--- src/rtl/lifo_stack.sv ---
// Parametrised synchronous LIFO operand stack with registered pop output,
// level/full/empty status, sticky overflow/underflow flags and flush.
//
// Ports:
//   clk        : clock, all state updates on rising edge
//   rst_n      : synchronous active-low reset
//   push       : push request (din onto top of stack)
//   pop        : pop request (top of stack to dout next cycle)
//   flush      : synchronous empty, discards all entries
//   din        : data to push
//   dout       : registered popped word
//   dout_valid : one-cycle strobe after an accepted pop
//   full/empty : decodes of the level register
//   level      : number of valid entries, 0..DEPTH
//   ovf/udf    : sticky overflow / underflow flags
module lifo_stack #(
    parameter  int WIDTH = 16,
    parameter  int DEPTH = 16,
    localparam int LW    = $clog2(DEPTH + 1)
) (
    input  logic             clk,
    input  logic             rst_n,
    input  logic             push,
    input  logic             pop,
    input  logic             flush,
    input  logic [WIDTH-1:0] din,
    output logic [WIDTH-1:0] dout,
    output logic             dout_valid,
    output logic             full,
    output logic             empty,
    output logic [LW-1:0]    level,
    output logic             ovf,
    output logic             udf
);

    localparam int AW = (DEPTH > 1) ? $clog2(DEPTH) : 1;

    logic [WIDTH-1:0] r_mem [DEPTH];
    logic [LW-1:0]    r_level;
    logic [WIDTH-1:0] r_dout;
    logic             r_valid;
    logic             r_ovf;
    logic             r_udf;

    logic             w_full;
    logic             w_empty;
    logic             w_push_only;
    logic             w_pop_only;
    logic             w_both;
    logic [LW-1:0]    w_level_m1;
    logic [AW-1:0]    w_top_addr;
    logic [WIDTH-1:0] w_top_data;
    logic             w_we;
    logic [AW-1:0]    w_waddr;

    assign w_full      = (r_level == LW'(DEPTH));
    assign w_empty     = (r_level == '0);
    assign w_push_only = push & ~pop;
    assign w_pop_only  = pop & ~push;
    assign w_both      = push & pop;
    assign w_level_m1  = r_level - LW'(1);
    assign w_top_addr  = AW'(w_level_m1);
    // Only consumed when the stack is non-empty, so the address is in range.
    assign w_top_data  = r_mem[w_top_addr];

    // Memory write: append above top, or overwrite top on replace.
    always_comb begin
        w_we    = 1'b0;
        w_waddr = w_top_addr;
        if (rst_n && !flush) begin
            if (w_push_only && !w_full) begin
                w_we    = 1'b1;
                w_waddr = AW'(r_level);
            end else if (w_both && !w_empty) begin
                w_we    = 1'b1;
                w_waddr = w_top_addr;
            end
        end
    end

    always_ff @(posedge clk) begin
        if (w_we) begin
            r_mem[w_waddr] <= din;
        end
    end

    always_ff @(posedge clk) begin
        if (!rst_n) begin
            r_level <= '0;
            r_dout  <= '0;
            r_valid <= 1'b0;
            r_ovf   <= 1'b0;
            r_udf   <= 1'b0;
        end else if (flush) begin
            r_level <= '0;
            r_valid <= 1'b0;
            r_ovf   <= 1'b0;
            r_udf   <= 1'b0;
        end else begin
            r_valid <= 1'b0;
            unique case (1'b1)
                w_push_only: begin
                    if (w_full) r_ovf <= 1'b1;
                    else        r_level <= r_level + LW'(1);
                end
                w_pop_only: begin
                    if (w_empty) begin
                        r_udf <= 1'b1;
                    end else begin
                        r_dout  <= w_top_data;
                        r_valid <= 1'b1;
                        r_level <= w_level_m1;
                    end
                end
                w_both: begin
                    // Empty stack: the pushed word bypasses straight out.
                    r_dout  <= w_empty ? din : w_top_data;
                    r_valid <= 1'b1;
                end
                default: ;
            endcase
        end
    end

    assign dout       = r_dout;
    assign dout_valid = r_valid;
    assign full       = w_full;
    assign empty      = w_empty;
    assign level      = r_level;
    assign ovf        = r_ovf;
    assign udf        = r_udf;

endmodule

--- config.mk ---
export PLATFORM = sky130hd
export DESIGN_NAME = lifo_stack
export DESIGN_NICKNAME = d
export VERILOG_FILES = /design/src/rtl/lifo_stack.sv
export SDC_FILE = /design/constraint.sdc
export NUM_CORES = 1
export LEC_CHECK = 0
export BUFFER_PORTS_ARGS = -buffer_cell sky130_fd_sc_hd__buf_4
export CELL_PAD_IN_SITES_DETAIL_PLACEMENT = 0
export CELL_PAD_IN_SITES_GLOBAL_PLACEMENT = 1
export CORE_MARGIN = 4
export CORE_UTILIZATION = 57
export CTS_CLUSTER_DIAMETER = 200
export DETAILED_ROUTE_END_ITERATION = 7
export PLACE_DENSITY_LB_ADDON = 0.1
export SLEW_MARGIN = 20
export SYNTH_ARGS = -nofsm -noshare
export SYNTH_HDL_FRONTEND = slang
export SYNTH_SLANG_ARGS = --single-unit
--- constraint.sdc ---
create_clock -name clk -period 6 [get_ports clk]
set_input_delay 0.9 -clock clk [delete_from_list [all_inputs] [get_ports clk]]
set_output_delay 0.9 -clock clk [all_outputs]
set_load 0.1 [all_outputs]
* Word level (Yosys, flattened, before mapping)
Memory sizes are Yosys's and may differ from the RTL's. Cells that the tools add are included.
Word-level totals: register bits 24, memories 1, word-level logic and storage cells 47, memory bits (writable) 256, output and inout port bits 26
Cells by class: equality and inequality tests 3, bitwise gates (word level) 7, add/sub/neg operators 2, muxes and demuxes 15, reductions and logical operators 14
Memory list:
- r_mem | words 16, width 16, rd ports 1, clocked after memory_dff 0, write ports 1, line 38 | logic [WIDTH-1:0] r_mem [DEPTH];
Operators by type and width (number):
- $mux 16 | 2
- $pmux 16 s2 | 1
- $mux 5 | 2
- $pmux 5 s2 | 1
- $mux 4 | 2
- $mux 1 | 6
- $reduce_and 3->1 | 2
- $add 5x1->5 const B | 1
- $eq 5x5->1 const B | 1
- $logic_not 5->1 | 1
- $sub 5x1->5 const B | 1
- $ne 2x2->1 const B | 2
- $not 1->1 | 4
- $reduce_and 2->1 | 2
- $reduce_bool 2->1 | 2
- $and 1x1->1 | 3
- $logic_and 1x1->1 | 3
- $logic_not 1->1 | 3
- $pmux 1 s2 | 1
- $reduce_or 2->1 | 1

* Depth between registers and ports, before layout
word-level depth 8, gate-level depth with buffers 11, gate-level depth less buffers 8

* Worst setup path after synthesis
OpenSTA, ideal clock, no wires.
path kind register to register, start register r_level[0] (netlist: level[0]), end memory r_mem[15][0], enable pin, cell stages (with the launch flop) 11, library setup time 0.388 ns, path slack 1.677 ns, data arrival time 3.935 ns, path through dfxtp_1 -> buf_4 -> buf_2 -> inv_1 -> ha_1 -> nand4bb_1 -> inv_1 -> nor3_1 -> a31oi_1 -> nand2b_1 -> nor2_1
Between the ends: elaborated cells on any way between the ends 14, those cells by class add/sub (1); eq/ne (1); mux (7); reduce/logical (5)
RTL lines:
- start, declared | line 39 | logic [LW-1:0] r_level;
- start signal, assigned | line 104 | else r_level <= r_level + LW'(1);
- start signal, assigned | line 112 | r_level <= w_level_m1;
- $eq 5x5->1 (*) | line 56 | assign w_full = (r_level == LW'(DEPTH));
- net full | line 29 | output logic full,
- $logic_not 1->1 (*) | line 71 | if (w_push_only && !w_full) begin
- $logic_and 1x1->1 (*) | line 71
- $mux 1 | line 71
- $mux 1 | line 70 | if (rst_n && !flush) begin
- $mux 1 | line 82 | if (w_we) begin
- $mux 1 (implied by the code) | line 83 | r_mem[w_waddr] <= din;
- end, declared | line 38
The timed path passes the listed nets; every way through them passes the cells marked *.

* Worst setup path in the final report
start register r_level[0] (netlist: level[0]), end output port empty
Between the ends: cells in the longest elaborated chain, start to end 1
Ends and longest elaborated chain:
- $logic_not 5->1 | line 57 | assign w_empty = (r_level == '0);
- end, declared | line 30 | output logic empty,
Every way passes these cells.

==> qor.txt <==
status - finished clean
sequential share of the synthesized area - 71.8%
Fin. Hold Viols - 0
clock latency on the worst-skew pair - 0.53 ns
hold-fix buffers at CTS - 0
post-synth cell types - 54
synthesized instance count - 646
DR vias - 6,033
flop2flop setup slack - 2.77 ns
Initial Utilization - 58.2%
Global Route Usage Sum - 22.8%
maximum fanout along the worst path - 27
Root Driver - clkbuf_16
number of synthesized flops with an enable pin - 256
global-route wire length before repair - 37,800 um
Crit Path Category - register to primary output
Congestion Overflow GR - 0
Largest delay share family, worst path - buffers and inverters
Setup crit start kind - register
largest net degree at the start of global routing - 72
DR WL/cell - 24.7 um
final period utilization - 55.2%
hold crit path type - register to register
WP data arrival - 2.41 ns
skew final - 0.00767 ns
antenna violations before repair - 0
syn avg cell area - 17.6 um^2
TritonCTS Buffers - 29
prevailing post-synth register cell - edfxtp_1
Initial DRT Pass Iterations - 5
CP cell instances - inv_1 -> ha_4 -> or4b_4 -> inv_2 -> buf_4
CTS tree - done
Cell Area, Synth - 11,400 um^2
Fin Setup TNS - 0 ns
max-cap violations - 0
DR vias/cell - 6.07
Slew Limit Headroom - 29.4%
Worst path slowest cell - or4b_4
max-slew violations - 0
Synth warnings - 0
RSZ-0062 raised after global routing - no
PortBufs - 46
Period minus WS final - 3.31 ns
final net count - 733
Setup violations, final - 0
VDD IR max - 295 uV
clk sink count - 280
Die Width - 149 um
diodes inserted - 0
die span in y - 149 um
WP data required - 5.10 ns
Syn-to-layout area delta - 13.6%
Slowest Stage Delay on Critical Path - 0.50 ns
pwr/cell area - 324 nW/um^2
DRT iter0 DRCs - 518
f_max - 0.302 GHz
I/O pin cnt - 47
post-CTS setup buffer count - 0
Buf/Inv on CP - 3
Detail Route Antenna Nets - 0
dpl hpwl - 14,500 um
Least-Margin Pin Slew - 1.06 ns
Die Area - 22,300 um^2
core box area - 19,500 um^2
Final Util - 66.2%
ys async rst share - 0%
DR DRC count - 0
Row Count - 51
Longest Clk Path Bufs - 3
Worst-path clk slew - 0.06 ns
cts repair resizes - 0
CTS H-Tree Depth - 1
leakage power - 4.31 nW
CP endpoint kind - primary output
vias in the first global route - 6,186
layout cells sized above 1 - 25.1%
drt total wl - 24,600 um
Net Count, Synth - 670
Yosys reg bits - 280
GPL Wtd Cong - 0.834
==> cell type report <==
class                   instances  area (um^2)
clock buffers                  38          769
clock inverters                13          109
fillers                      1332         6600
inverters                      36          135
multi-input cells             295         2890
flip-flops and latches        280         8170
well taps                     265          332
repair buffers                 67          515
==> worst paths after layout <==
check / end / cells past startpoint / startpoint
max: empty / 5 / level[0]$_SDFFE_PP0P_
min: udf$_SDFFE_PP0N_ / 1 / udf$_SDFFE_PP0N_
max reg2reg: dout[4]$_SDFFE_PN0P_ / 6 / level[0]$_SDFFE_PP0P_
min reg2reg: udf$_SDFFE_PP0N_ / 1 / udf$_SDFFE_PP0N_
==> logic make-up after synthesis <==
kind of cell / share of synthesized area, %
flops: 71.8
mux: 13.2
compound gates: 5.58
simple gates: 5.42
fa+ha+maj: 0.330
xor+xnor: 0.770
buf+inv: 2.87
==> registers in the layout (all words and copies together) (netlist names) <==
signal and cells:
r_mem 256, dout 16, level 5, dout_valid 1, ovf 1, udf 1
==> where the power goes <==
part	internal, mW	switching, mW	leakage, nW	total, mW
Clock	0.979	0.682	0.427	1.66
Combinational	0.131	0.241	1.38	0.372
Sequential	2.14	0.0129	2.50	2.15
==> layer usage <==
layer | up-vias | share of wire [%] | GRT usage, % | routed length [um]
met5 | - | 0 | 0 | 0
met2 | 169 | 49 | 37.6 | 12100
met1 | 3147 | 42 | 32.3 | 10400
met3 | 41 | 6.0 | 4.04 | 1470
met4 | 0 | 2.3 | 5.49 | 577
li1 | 2676 | - | - | -
==> through the flow <==
stage | hold slack (ns) | std cells | area [um^2] | power, mW | setup WS (ns)
floorplan | 0.787 | 646 | 11400 | 2.45 | 1.68
global placement | 0.451 | 942 | 12000 | 2.56 | 2.81
detailed placement | 0.464 | 942 | 12000 | 2.57 | 2.76
CTS | 0.477 | 993 | 12900 | 4.22 | 2.50
global route | 0.503 | 994 | 12900 | 4.34 | 2.51
finish | 0.473 | 994 | 12900 | 4.19 | 2.69
==> Yosys cell counts, types with 2 or more instances <==
cell type,count,share of area [%]
a21oi_1,4,0.18
a31oi_1,3,0.17
buf_2,17,0.75
buf_4,6,0.40
buf_6,2,0.20
clkbuf_1,9,0.30
dfxtp_1,24,4.2
edfxtp_1,256,68
ha_1,3,0.33
inv_1,35,1.2
mux2_2,2,0.20
mux2i_1,6,0.53
mux4_2,63,12
nand2_1,24,0.79
nand2b_1,7,0.39
nand3_1,20,0.88
nor2_1,40,1.3
nor2b_1,18,0.99
nor3_1,4,0.18
o211ai_1,16,1.1
o21ai_0,22,0.97
o21ai_1,11,0.48
o311a_1,15,1.3
xnor2_1,7,0.54
xor2_1,3,0.23
==> cells in the final DEF, fill, tap and decap left out, types with 18 or more instances in the layout <==
master,count
nor2_1,40
nand2_1,24
buf_4,66
o21ai_0,22
edfxtp_1,256
nor2b_1,18
mux4_2,63
nand3_1,20
inv_1,35
clkbuf_16,29
dfxtp_1,23
Note: power is estimated with default switching activity, not from simulation.
